File: src/rtl/param_fifo.sv
// param_fifo: parameterised synchronous FIFO with almost flags and sticky errors.
// Define FIFO_FWFT_EN for first-word-fall-through output; default is a registered read port.
module param_fifo #(
  parameter int WIDTH     = 8,
  parameter int DEPTH     = 16,
  parameter int AF_THRESH = DEPTH - 2,
  parameter int AE_THRESH = 2
) (
  input  logic                     clk,
  input  logic                     rst_n,
  input  logic                     w_en,
  input  logic                     r_en,
  input  logic [WIDTH-1:0]         data_in,
  input  logic                     clr_err,
  output logic [WIDTH-1:0]         data_out,
  output logic                     full,
  output logic                     empty,
  output logic                     almost_full,
  output logic                     almost_empty,
  output logic [$clog2(DEPTH):0]   count,
  output logic                     overflow,
  output logic                     underflow
);
  localparam int AW = $clog2(DEPTH);
  localparam logic [AW:0] AF  = (AW+1)'(AF_THRESH);
  localparam logic [AW:0] AE  = (AW+1)'(AE_THRESH);
  localparam logic [AW:0] ONE = (AW+1)'(1);
  logic [WIDTH-1:0] mem [DEPTH];
  logic [AW:0] wr_ptr, rd_ptr;
  logic do_w, do_r;
  assign count        = wr_ptr - rd_ptr;
  assign empty        = wr_ptr == rd_ptr;
  assign full         = (wr_ptr[AW-1:0] == rd_ptr[AW-1:0]) && (wr_ptr[AW] != rd_ptr[AW]);
  assign almost_full  = count >= AF;
  assign almost_empty = count <= AE;
  assign do_w         = w_en & ~full;
  assign do_r         = r_en & ~empty;
  always_ff @(posedge clk or negedge rst_n) begin
    if (!rst_n) begin
      wr_ptr    <= '0;
      rd_ptr    <= '0;
      overflow  <= 1'b0;
      underflow <= 1'b0;
    end else begin
      wr_ptr    <= do_w ? wr_ptr + ONE : wr_ptr;
      rd_ptr    <= do_r ? rd_ptr + ONE : rd_ptr;
      // a fresh error outranks a concurrent clear
      overflow  <= (w_en & full) | (overflow & ~clr_err);
      underflow <= (r_en & empty) | (underflow & ~clr_err);
    end
  end
  always_ff @(posedge clk) begin
    if (do_w) mem[wr_ptr[AW-1:0]] <= data_in;
  end
`ifdef FIFO_FWFT_EN
  assign data_out = mem[rd_ptr[AW-1:0]];
`else
  always_ff @(posedge clk or negedge rst_n) begin
    if (!rst_n) data_out <= '0;
    else if (do_r) data_out <= mem[rd_ptr[AW-1:0]];
  end
`endif
endmodule

File: config.mk
export PLATFORM = sky130hd
export DESIGN_NAME = param_fifo
export DESIGN_NICKNAME = d
export VERILOG_FILES = /design/src/rtl/param_fifo.sv
export SDC_FILE = /design/constraint.sdc
export NUM_CORES = 1
export LEC_CHECK = 0
export CORE_MARGIN = 1
export CORE_UTILIZATION = 45
export DETAILED_ROUTE_END_ITERATION = 16
export PLACE_DENSITY = 0.72
export SETUP_SLACK_MARGIN = 0.5
export SYNTH_ARGS = -nofsm -noshare
export SYNTH_HDL_FRONTEND = slang
export SYNTH_SLANG_ARGS = --single-unit
File: constraint.sdc
create_clock -name clk -period 3.2 [get_ports clk]
set_clock_uncertainty 0.15 [all_clocks]
set_input_delay 0.8 -clock clk [delete_from_list [all_inputs] [get_ports clk]]
set_output_delay 0.8 -clock clk [all_outputs]
set_load 0.02 [all_outputs]
==> flow_metrics.py, run 1 <==
metrics = {
    "yosys": {
        "syn_inst": 363,
        "avgSynthCellArea_um2": 16.7,
        "synth_seq_cells": 148,
        "yosysUniqueCellTypes": 40,
        "ys_seq_area_share_pct": 71.5,
        "syn_nets": 386,
        "synth-edff-count": 128,
        "netlist_area_um2": 6080,
        "synthFlopType": "edfxtp_1",
        "synth_warnings": 0,
        "async_flop_share_pct": 13.5,
    },
    "placed_design": {
        "dp.cells": 566,
        "place_congestion": 0.802,
        "portBuffers": 31,
        "dp_hpwl_um": 7740,
    },
    "sta": {
        "maxSlewHeadroom_pct": 52.6,
        "finalCriticalPeriod_ns": 3.19,
        "worst_pin_slew_ns": 0.711,
        "finalMaxSlewViolations": 0,
        "report.final.setup_viol": 0,
        "fin_tns_setup_ns": 0,
        "period_share_pct": 99.8,
        "timing.final.hold_violations": 0,
        "rsz0062_at_grt": "yes",
        "fmax_mhz": 313,
    },
    "finish": {
        "insertedDiodeCount": 0,
        "multiInputGateArea_um2": 1700,
        "stdcell_count": 606,
        "ff_latch_area_um2": 4350,
        "fin_nets": 440,
        "fillers": 1010,
        "drive_gt1_share_pct": 20.2,
        "area_growth_pct": 20.9,
    },
    "die": {
        "initial_utilization_pct": 46.1,
        "dieArea_um2": 14000,
        "die_h_um": 118,
        "core_area_um2": 13200,
        "io_pins": 32,
        "fp.dieW_um": 118,
        "placementRows": 42,
    },
    "global_routing": {
        "grt_pass1_wl_um": 19000,
        "first_global_vias": 3382,
        "grt_max_degree": 45,
        "grt-ovfl-total": 0,
        "grt_usage_pct": 19.0,
        "antenna_found_initial": 0,
    },
    "critical_path": {
        "critPathMaxFanout": 3,
        "startpoint_type": "flop",
        "path_class": "flop to primary output",
        "r2r_cells": 6,
        "cp.required_ns": 2.25,
        "crit_arrival_ns": 2.24,
        "endpoint_kind": "primary output",
    },
    "power_and_ir_drop": {
        "peakVddDrop_v": 0.000514,
        "power.density_nw_per_um2": 1060,
        "leakage_nw": 2.62,
    },
    "run": {
        "maxCapViolations": 0,
    },
    "clocking": {
        "htree_levels": 4,
        "clkTransAtPathRegs_ns": 0.06,
        "cts_inserted_buffers": 17,
        "numClockSinks": 148,
        "tritoncts": "built",
        "insertion_delay_ns": 0.42,
        "cts_root_buf": "clkbuf_16",
        "cts_max_path_buffers": 2,
    },
    "routing": {
        "drc": 0,
        "ant_nets": 0,
        "first_pass_iters": 5,
        "viasPerCell": 5.55,
        "vias": 3364,
        "wl_per_cell_um": 20.2,
        "drt-total-wl_um": 12200,
        "drt_iter0_markers": 299,
    },
    "worst_hold_path": {
        "holdCritPathClass": "flop to flop",
        "hold_depth": 2,
    },
    "run_status": {
        "status": "completed",
    },
}
synth_stat cells (2+ instances only):
master / n / share of area, %
buf_6: 5 / 0.93
a31oi_1: 8 / 0.82
buf_2: 4 / 0.33
a221oi_1: 8 / 1.2
nor2b_1: 2 / 0.21
edfxtp_1: 128 / 63
a21boi_2: 2 / 0.37
and4_1: 5 / 0.72
inv_1: 9 / 0.56
mux2i_1: 48 / 7.9
o22ai_1: 16 / 1.6
nand4_1: 4 / 0.41
and3_1: 8 / 0.82
ha_1: 9 / 1.9
o21ai_0: 4 / 0.33
mux4_2: 8 / 3.0
xor2_1: 4 / 0.58
nand2_1: 6 / 0.37
dfrtp_1: 20 / 8.2
and2_1: 5 / 0.51
o21ai_1: 10 / 0.82
nor2_1: 20 / 1.2
buf_4: 4 / 0.49
a21o_1: 2 / 0.25
xnor2_1: 7 / 1.0
clkbuf_1: 3 / 0.19
layout by cell type, fill, tap and decap left out, drive strengths merged, types with 6 or more instances in the layout:
master / instances
a221oi: 8
a31oi: 8
and3: 8
buf: 29
clkbuf: 27
clkdlybuf4s50: 22
dfrtp: 20
edfxtp: 128
ha: 9
inv: 9
mux2i: 48
mux4: 8
nand2: 6
nor2: 21
o21ai: 14
o22ai: 16
xnor2: 8
cell families (layout without fill, tap and decap cells):
kind of cell	count (synthesis)	after routing	share of synthesized area (%)
AND/OR/NAND/NOR	57	57	5.19
XOR/XNOR	12	12	1.85
buffers and inverters	26	93	2.55
multiplexers	56	56	10.9
AO/OA/AOI/OAI	54	54	5.89
flip-flops	148	148	71.5
adder cells (fa/ha/maj)	10	10	2.18
critical path: stages, from the launching register on:
cell and delay (ns):
dfrtp_1 0.38, inv_2 0.08, ha_4 0.13, inv_2 0.03
fa_2 0.34, a21o_1 0.20, a21oi_4 0.18, xnor2_4 0.10
a41o_4 0.26, buf_6 0.13
final cells by class:
| type | instances | share of cell area [%] |
|---|---|---|
| tap | 176 | 3.00 |
| inverter | 9 | 0.494 |
| clock buffer | 27 | 6.84 |
| clock inverter | 5 | 1.02 |
| timing repair buffer | 52 | 6.30 |
| multi-input combinational | 189 | 23.2 |
| sequential | 148 | 59.2 |
routing by layer:
metal / up-vias / wire length [µm] / global-route usage [%]
li1: 1533 / - / -
met1: 1654 / 5110 / 25.7
met2: 146 / 5720 / 27.9
met3: 31 / 897 / 4.34
met4: 0 / 488 / 11.9
met5: - / 0 / 0
through the flow:
stage	worst slack, ns	total power (W)	hold WS, ns	utilization, %	cell area [µm²]
after global routing	-0.0782	0.00813	0.402	55.7	7350
final	0.00746	0.00776	0.380	55.7	7350
after global placement	0.0333	0.00555	0.366	50.6	6680
after CTS	-0.0565	0.00764	0.387	55.3	7300
after detailed placement	-0.0231	0.00565	0.378	50.6	6680
after floorplan	0.369	0.00469	0.354	-	6180
state kept, by name (all words and copies together), names as in the netlist:
| name | count |
|---|---|
| overflow | 1 |
| wr_ptr | 5 |
| data_out | 8 |
| underflow | 1 |
| rd_ptr | 5 |
| mem | 128 |
path summary, 6_finish.rpt:
kind	from	slack [ns]	end
setup / recovery	wr_ptr[0]	0.007	almost_full
hold / removal	underflow	0.38	underflow
hold reg to reg	underflow	0.38	underflow
min in group asynchronous	rst_n	0.59	rd_ptr[1]
max in group asynchronous	rst_n	2.06	wr_ptr[1]
setup reg to reg	rd_ptr[1]	0.71	mem[15][4]
report_power, final:
part | switching, W | total (W) | internal [W]
logic | 0.00176 | 0.00328 | 0.00152
clock network | 0.000700 | 0.00193 | 0.00123
registers | 0.000146 | 0.00255 | 0.00240
total | 0.00261 | 0.00776 | 0.00515
repair_timing:
item / 4_1_cts / 5_1_grt
endpoints found under the setup margin: 9 / 8
gates resized for setup: 43 / 9
pin swaps: 8 / 6
buffers inserted: 6 / 2
cloned: 0 / 0
endpoints found under the hold margin: 0 / 0
hold buffers: 0 / 0
Note: power is estimated with default switching activity, not from simulation.
==> run 2, diff against run 1 <==
--- a/config.mk
+++ b/config.mk
@@ -8,6 +8,7 @@
 export CORE_MARGIN = 1
 export CORE_UTILIZATION = 45
 export DETAILED_ROUTE_END_ITERATION = 16
+export GPL_ROUTABILITY_DRIVEN = 0
 export PLACE_DENSITY = 0.72
 export SETUP_SLACK_MARGIN = 0.5
 export SYNTH_ARGS = -nofsm -noshare
==> results of run 2 <==
Final layout, timing and power as in run 1 (identical DEF).
==> run 3, diff against run 2 <==
--- a/config.mk
+++ b/config.mk
@@ -5,6 +5,7 @@
 export SDC_FILE = /design/constraint.sdc
 export NUM_CORES = 1
 export LEC_CHECK = 0
+export ABC_CLOCK_PERIOD_IN_PS = 3200
 export CORE_MARGIN = 1
 export CORE_UTILIZATION = 45
 export DETAILED_ROUTE_END_ITERATION = 16
==> results of run 3 <==
Final layout, timing and power as in run 1 (identical DEF).
